--- src/rtl/coin_event_arbiter.sv ---
// coin_event_arbiter: edge-detects debounced coin buttons and queues them in round-robin order.
// It then feeds the vending FSM one rate-limited, single-cycle coin pulse at a time.
module coin_event_arbiter #(
    parameter int DEPTH = 4,
    parameter int GAP   = 2
) (
    input  logic                     clk,
    input  logic                     rst,
    input  logic                     req_nickel,
    input  logic                     req_dime,
    input  logic                     req_quarter,
    input  logic                     accept_en,
    input  logic                     flush,
    output logic                     btn_nickel,
    output logic                     btn_dime,
    output logic                     btn_quarter,
    output logic [2:0]               reject,
    output logic [$clog2(DEPTH):0]   q_count,
    output logic                     busy
);

    localparam int PW = $clog2(DEPTH);
    localparam int CW = PW + 1;
    localparam logic [CW-1:0] ONE = CW'(1);

    // Coin codes: 0 = nickel, 1 = dime, 2 = quarter.
    function automatic logic [1:0] next_code(input logic [1:0] c);
        return (c == 2'd2) ? 2'd0 : c + 2'd1;
    endfunction

    logic [2:0]    req_lvl;
    logic [2:0]    prev;
    logic [2:0]    edges;
    logic [1:0]    rr;
    logic [1:0]    rr_next;
    logic [3:0]    gap;
    logic [PW-1:0] wr_ptr;
    logic [PW-1:0] rd_ptr;
    logic [1:0]    mem [DEPTH];
    logic [CW-1:0] free;
    logic [CW-1:0] n_push;
    logic [1:0]    push_code [3];
    logic [2:0]    drop;
    logic          issue;
    logic [1:0]    head;
    logic [2:0]    pulse;

    assign req_lvl = {req_quarter, req_dime, req_nickel};
    assign edges   = req_lvl & ~prev;
    assign head    = mem[rd_ptr];
    assign issue   = accept_en & (q_count != '0) & (gap == 4'd0) & ~flush;

    // Walk the three codes starting at rr; edges past the pre-pop free space are dropped.
    always_comb begin
        logic [1:0] code;
        free    = CW'(DEPTH) - q_count;
        n_push  = '0;
        drop    = '0;
        rr_next = rr;
        code    = rr;
        for (int j = 0; j < 3; j++) begin
            push_code[j] = '0;
        end
        for (int j = 0; j < 3; j++) begin
            if (edges[code]) begin
                if (n_push < free) begin
                    push_code[n_push[1:0]] = code;
                    n_push                 = n_push + ONE;
                    rr_next                = next_code(code);
                end else begin
                    drop[code] = 1'b1;
                end
            end
            code = next_code(code);
        end
    end

    // btn_* and reject are one-cycle registered pulses; the FSM needs no handshake back.
    always_ff @(posedge clk) begin
        if (rst) begin
            prev    <= 3'b111;
            rr      <= 2'd0;
            gap     <= 4'd0;
            wr_ptr  <= '0;
            rd_ptr  <= '0;
            q_count <= '0;
            pulse   <= '0;
            reject  <= '0;
        end else begin
            prev   <= req_lvl;
            pulse  <= '0;
            reject <= '0;
            if (flush) begin
                wr_ptr  <= '0;
                rd_ptr  <= '0;
                q_count <= '0;
                gap     <= 4'd0;
            end else begin
                if (issue) begin
                    pulse[head] <= 1'b1;
                    rd_ptr      <= rd_ptr + PW'(1);
                    gap         <= 4'(GAP);
                end else if (gap != 4'd0) begin
                    gap <= gap - 4'd1;
                end
                wr_ptr  <= wr_ptr + PW'(n_push);
                q_count <= q_count + n_push - CW'(issue);
                reject  <= drop;
                rr      <= rr_next;
            end
        end
    end

    always_ff @(posedge clk) begin
        if (!rst && !flush) begin
            for (int k = 0; k < 3; k++) begin
                if (CW'(k) < n_push) begin
                    mem[wr_ptr + PW'(k)] <= push_code[k];
                end
            end
        end
    end

    assign btn_nickel  = pulse[0];
    assign btn_dime    = pulse[1];
    assign btn_quarter = pulse[2];
    assign busy        = (q_count != '0) | (gap != 4'd0);

endmodule

--- config.mk ---
export PLATFORM = sky130hd
export DESIGN_NAME = coin_event_arbiter
export DESIGN_NICKNAME = d
export VERILOG_FILES = /design/src/rtl/coin_event_arbiter.sv
export SDC_FILE = /design/constraint.sdc
export NUM_CORES = 1
export LEC_CHECK = 0
export CAP_MARGIN = 30
export CORE_MARGIN = 5
export CORE_UTILIZATION = 55
export CTS_CLUSTER_SIZE = 25
export DETAILED_ROUTE_END_ITERATION = 10
export GPL_TIMING_DRIVEN = 0
export PLACE_DENSITY = 0.76
export REMOVE_ABC_BUFFERS = 1
export SLEW_MARGIN = 25
export SYNTH_ARGS = -nofsm -noshare
export SYNTH_HDL_FRONTEND = slang
export SYNTH_SLANG_ARGS = --single-unit
--- constraint.sdc ---
create_clock -name clk -period 6.1 [get_ports clk]
set_clock_uncertainty 0.2 [all_clocks]
set_input_delay 1.525 -clock clk [delete_from_list [all_inputs] [get_ports clk]]
set_output_delay 1.525 -clock clk [all_outputs]
set_load 0.03 [all_outputs]
# After elaboration in Yosys (flattened, before gate mapping)

Memories as Yosys holds them, arrays and structs flattened. A register that Yosys moved wholly into a read port is not among the register bits.
Cells that the tools add are included.

Bits in registers: 22
Bits in latches: 0
Bits in writable memories: 8
Bits in read-only memories: 0
Output and inout port bits: 10
Word-level logic and storage cells: 132
Memories: 1

$add $sub $neg: 13
Multiply operators: 0
Divide/modulo/power cells: 0
$lt $le $gt $ge: 18
Equality and inequality tests: 3
Shift operators: 0
Muxes and demuxes: 60
Bitwise gates (word level): 12
Reduce and logical (&&, ||, !) cells: 16

Memory list:

| name | depth | bits a word | read ports | clocked after memory_dff | write ports | line | RTL |
|---|---|---|---|---|---|---|---|
| mem  | 4     | 2           | 1          | 1                        | 3           | 39   | `logic [1:0] mem [DEPTH];` |

Operator list:

| kind                                                                          | count |
|---|---|
| 2-bit two-way mux                                                             | 17 |
| 3-bit two-way mux                                                             | 11 |
| 6-bit two-way mux                                                             | 4 |
| 1-bit two-way mux                                                             | 17 |
| 6-bit bitwise mux                                                             | 2 |
| 2-bit by 3-bit less-than comparator with 1-bit output (second input constant) | 4 |
| 2-bit by 1-bit adder with 2-bit output (second input constant)                | 5 |
| 1-bit by 3-bit less-than comparator with 1-bit output (first input constant)  | 3 |
| 1-bit demux with 2-bit select                                                 | 4 |
| 2-bit demux with 2-bit select                                                 | 2 |
| 2-bit by 1-bit >= comparator with 1-bit output (second input constant)        | 4 |
| 1-bit logical AND                                                             | 7 |
| 3-bit by 1-bit adder with 3-bit output (second input constant)                | 2 |
| 1-bit binary-select mux with 2-bit select                                     | 3 |
| 2-bit equality test (second input constant)                                   | 3 |
| 3-bit >= comparator (second input constant)                                   | 2 |
| 3-bit by 1-bit less-than comparator with 1-bit output (second input constant) | 2 |
| 3-bit less-than comparator                                                    | 2 |
| 2-bit NOT with 3-bit output                                                   | 2 |
| 3-bit bitwise OR                                                              | 2 |
| 3-bit OR reduction                                                            | 2 |
| 4-bit logical NOT                                                             | 1 |
| 4-bit nonzero test                                                            | 1 |
| 4-bit by 1-bit subtractor with 4-bit output (second input constant)           | 1 |
| 15 further kinds                                                              | 19 |

# Longest topological paths before layout

Depth after elaboration: 16
Gate-level depth with buffers: 23

# Least setup slack after synthesis

No wires, ideal clock.

Kind: input to register
Start: in req_quarter
End: reg q_count[2]
Setup time: 78 ps
Data arrival time: 5,324 ps
Path slack: 498 ps
Stages on the path: 18
Path through: nor2b_1 a21oi_1 o31a_1 inv_1 ha_1 nor2b_1 o21ai_0 o311ai_4 a211oi_4 clkbuf_1 nor2_1 a21oi_1 ha_1 fa_1 xor2_1 xnor2_1 and3_1 nor3_1

Word-level cells in the longest chain between the ends: 12
Elaborated cells on any way between the ends: 18

Ends and longest elaborated chain:

| what                                                                                 | line   | RTL |
|---|---|---|
| from (decl)                                                                          | 11     | `input logic req_quarter,` |
| 3-bit AND *                                                                          | 49     | `assign edges = req_lvl & ~prev;` |
| 1-bit binary-select mux with 2-bit select                                            | 65     | `if (edges[code]) begin` |
| 1-bit two-way mux (implied by the code)                                              | 65     |  |
| 3-bit two-way mux                                                                    | 65     |  |
| 3-bit by 1-bit adder with 3-bit output or 3-bit less-than comparator (tied branches) | 68, 66 |  |
| 3-bit two-way mux                                                                    | 66     | `if (n_push < free) begin` |
| 3-bit two-way mux                                                                    | 65     |  |
| 3-bit by 1-bit adder with 3-bit output or 3-bit less-than comparator (tied branches) | 68, 66 |  |
| 3-bit two-way mux                                                                    | 66     |  |
| 3-bit two-way mux *                                                                  | 65     |  |
| 3-bit adder *                                                                        | 107    | `q_count <= q_count + n_push - CW'(issue);` |
| 3-bit by 1-bit subtractor with 3-bit output *                                        | 107    |  |
| to (signal assigned)                                                                 | 107    |  |
| to (decl)                                                                            | 18     | `output logic [$clog2(DEPTH):0] q_count,` |

Mark *: on every way between the ends. The rest lies on a longest branch, timed or not. The select of a mux whose other input is x is not followed.
A chain may end at the register's enable or synchronous reset.

# Worst setup path in the final report

Start: in req_nickel
End: reg q_count[2]

Word-level cells in the longest chain between the ends: 12
Elaborated cells on any way between the ends: 18

Ends and longest elaborated chain:

| what                                                                                 | line   | RTL |
|---|---|---|
| from (decl)                                                                          | 9      | `input logic req_nickel,` |
| 3-bit AND *                                                                          | 49     |  |
| 1-bit binary-select mux with 2-bit select                                            | 65     |  |
| 1-bit two-way mux (implied by the code)                                              | 65     |  |
| 3-bit two-way mux                                                                    | 65     |  |
| 3-bit by 1-bit adder with 3-bit output or 3-bit less-than comparator (tied branches) | 68, 66 |  |
| 3-bit two-way mux                                                                    | 66     |  |
| 3-bit two-way mux                                                                    | 65     |  |
| 3-bit by 1-bit adder with 3-bit output or 3-bit less-than comparator (tied branches) | 68, 66 |  |
| 3-bit two-way mux                                                                    | 66     |  |
| 3-bit two-way mux *                                                                  | 65     |  |
| 3-bit adder *                                                                        | 107    |  |
| 3-bit by 1-bit subtractor with 3-bit output *                                        | 107    |  |

Marks and branches as above.

==> results.toml <==
[route]
wirelength_mm = 4.84
final_antenna_net_count = 0
drcViolationCount = 0
dr.pass1.iters = 4
num_vias = 1922
routed_via_density = 6.06
routedWlPerCell_um = 15.3
dr.first_iter.drc_count = 106

[timing]
report.final.setup_viol = 0
rsz0062_at_grt = "no"
worstMarginPinSlew_ns = 0.612
final.min_clock_period_ns = 5.82
hold_viol = 0
finalWorstSetupSlack_ns = 0.283
fmax_mhz = 172
tns_ns = 0
maxSlewViolCount = 0
fin_crit_sh_pct = 95.4
max_slew_margin_pct = 59.1

[yosys]
ys_top_cells_by_area = "dfxtp_1 22%, edfxtp_1 11%, ha_1 6.3%"
synth_area_um2 = 2170
post_synth_inst_count = 251
avgSynthCellArea_um2 = 8.66
ys_types = 56
synthTopCellsByCount = "32 x nor2_1, 24 x dfxtp_1, 19 x nand2_1"
yosysWarnings = 0
async_reset_ff_share_pct = 0
synth_edf_count = 8
yosys.cell_count.top_type = "nor2_1"
yosys.area.top_type = "dfxtp_1"
synth_ff_type = "dfxtp_1"
synth_seq_cells = 32
yosys.area.top_type_share_pct = 22.1
seq_area_frac_synth_pct = 33.1

[global_route]
busiest_layer = "met2"
grt_use_total_pct = 20.6
antenna_found_initial = 0
use_met3_pct = 3.99
grt_start_max_net_pins = 20
grt_util_met1_pct = 27.9
overflow = 0
met2_usage_pct = 32.4
grt_pass1_vias = 1849
grt_pass1_wl_mm = 8.55

[die]
die_h_um = 72.9
die_w_um = 72.9
io_pins = 17
core_um2 = 3740
die-area_um2 = 5310
initial_core_util_pct = 58.1
rows = 22

[power]
peakVddDrop_mv = 0.236
p_per_area_nw_per_um2 = 450
share_comb_of_total_power_pct = 54.4
switchingPower_w = 0.000490
seq_power_share_pct = 26.0
clockPowerShare_pct = 19.6
p_leak_nw = 0.986
internal_power_w = 0.000643
p_sw_share_pct = 43.2

[clocking]
cts_num_sinks = 32
htree_levels = 2
cts_root_buffer = "clkbuf_8"
numCtsBuffers = 5
path_clk_slew_ns = 0.06
clock_path_buffers = 2
clk_latency_ns = 0.28
cts_tree = "done"
cts_hold_buf = 0

[critical_path]
worstPathArrival_ns = 5.78
end_kind = "register"
start_kind = "input port"
critPathMaxFanout = 8
worstSetupPathType = "input port to register"
required_ns = 6.07

[layout]
diodes = 0
nNetsFinal = 287
area_growth_pct = 15.7
final_layout_size_suffix_gt1_share_pct = 11.2

[outcome]
status = "finished, final reports clean"

[placed_design]
pre_cts_slack_ns = -0.562
dpl.hpwl_mm = 3.48
port_buffers = 16
gp_congestion = 0.934

[job]
drv_cap = 0

[hold_path]
min_path_type = "register to register"
## stage by stage
step	instances	instance area (um2)	hold slack, ns	power (W)	utilization, %
after detailed placement	306	2350	0.263	0.000881	62.8
after CTS	317	2500	0.279	0.00113	66.8
after floorplan	242	2130	0.229	0.000748	-
after global placement	306	2350	0.246	0.000872	62.8
after global routing	317	2520	0.318	0.00123	67.2
final	317	2520	0.278	0.00113	67.2
## routing by layer
layer	vias to the layer above	part of all wire, %	wire length, um
met4	0	2.1	101
met5	-	0	0
met1	891	45	2170
met3	10	8.7	419
met2	82	44	2150
li1	939	-	-
## placed cells by master (no fill, tap or decap), drive strengths merged, types with 3 or more instances in the layout
cell type,n
mux2i,9
nand3,9
clkbuf,7
or2,5
and3,5
ha,11
edfxtp,8
o21ai,13
a21oi,17
nor2,32
nor2b,6
xnor2,5
a211oi,3
and2,4
xor2,3
mux2,4
dfxtp,24
nand2b,4
nor4,3
clkdlybuf4s50,16
nor3,8
nand2,19
nand4,5
buf,3
o21a,3
inv,12
or3,3
## power groups by stage
stage | Sequential, W | Clock (W) | Combinational, W
2_1_floorplan | 0.000301 | 0 | 0.000447
3_3_place_gp | 0.000297 | 0 | 0.000576
3_5_place_dp | 0.000297 | 0 | 0.000584
4_1_cts | 0.000293 | 0.000228 | 0.000609
5_1_grt | 0.000301 | 0.000236 | 0.000691
6_report | 0.000294 | 0.000222 | 0.000616
## critical path: stages
cell,delay [ns]
clkdlybuf4s50_1,0.50
nor2b_1,0.35
nand4_1,0.15
o31a_1,0.24
inv_1,0.21
ha_1,0.27
nor2b_1,0.13
o21ai_1,0.21
o311ai_4,0.15
a211oi_4,0.29
buf_4,0.18
nor2_1,0.04
a21oi_1,0.23
ha_1,0.30
fa_1,0.43
xor2_1,0.16
xnor2_1,0.19
and3_1,0.18
nor3_1,0.04
## flip-flops by register name, summed over array words and instances (netlist names), named ones only
name and count:
gap 4, reject 3, q_count 3, prev 3
wr_ptr 2, rr 2, mem 8, pulse 3
rd_ptr 2
## path summary, 6_finish.rpt
check,startpoint,end,cells past startpoint,slack [ns]
worst min register to register,gap[0]$_SDFFE_PP0P_,gap[0]$_SDFFE_PP0P_,1,0.28
worst min-delay path,gap[0]$_SDFFE_PP0P_,gap[0]$_SDFFE_PP0P_,1,0.28
worst max register to register,q_count[0]$_SDFF_PP0_,q_count[2]$_SDFF_PP0_,23,0.95
worst max-delay path,req_nickel,q_count[2]$_SDFF_PP0_,19,0.28
## kinds of logic (layout without fill, tap and decap cells)
logic type / count (synthesis) / count (layout) / synth area share [%]
AO/OA/AOI/OAI: 54 / 54 / 17.6
XOR/XNOR: 8 / 8 / 3.22
adder cells (fa/ha/maj): 12 / 12 / 7.25
buffers and inverters: 21 / 39 / 4.03
flip-flops: 32 / 32 / 33.1
multiplexers: 15 / 15 / 8.63
AND/OR/NAND/NOR: 109 / 109 / 26.1
## cell type report
class / instances / area (um2)
fill: 318 / 1230
inverter: 12 / 45.0
sequential: 32 / 721
clock buffer: 7 / 96.3
tap: 48 / 60.1
multi-input combinational: 198 / 1380
clock inverter: 1 / 30.0
timing repair buffer: 19 / 183
## repair_timing
item	4_1_cts	5_1_grt
gates cloned	0	0
resized for setup	0	5
pin swaps	1	0
setup buffers	3	0
endpoints found under the setup margin	1	1
No activity file was read; power rests on OpenSTA's default activity.
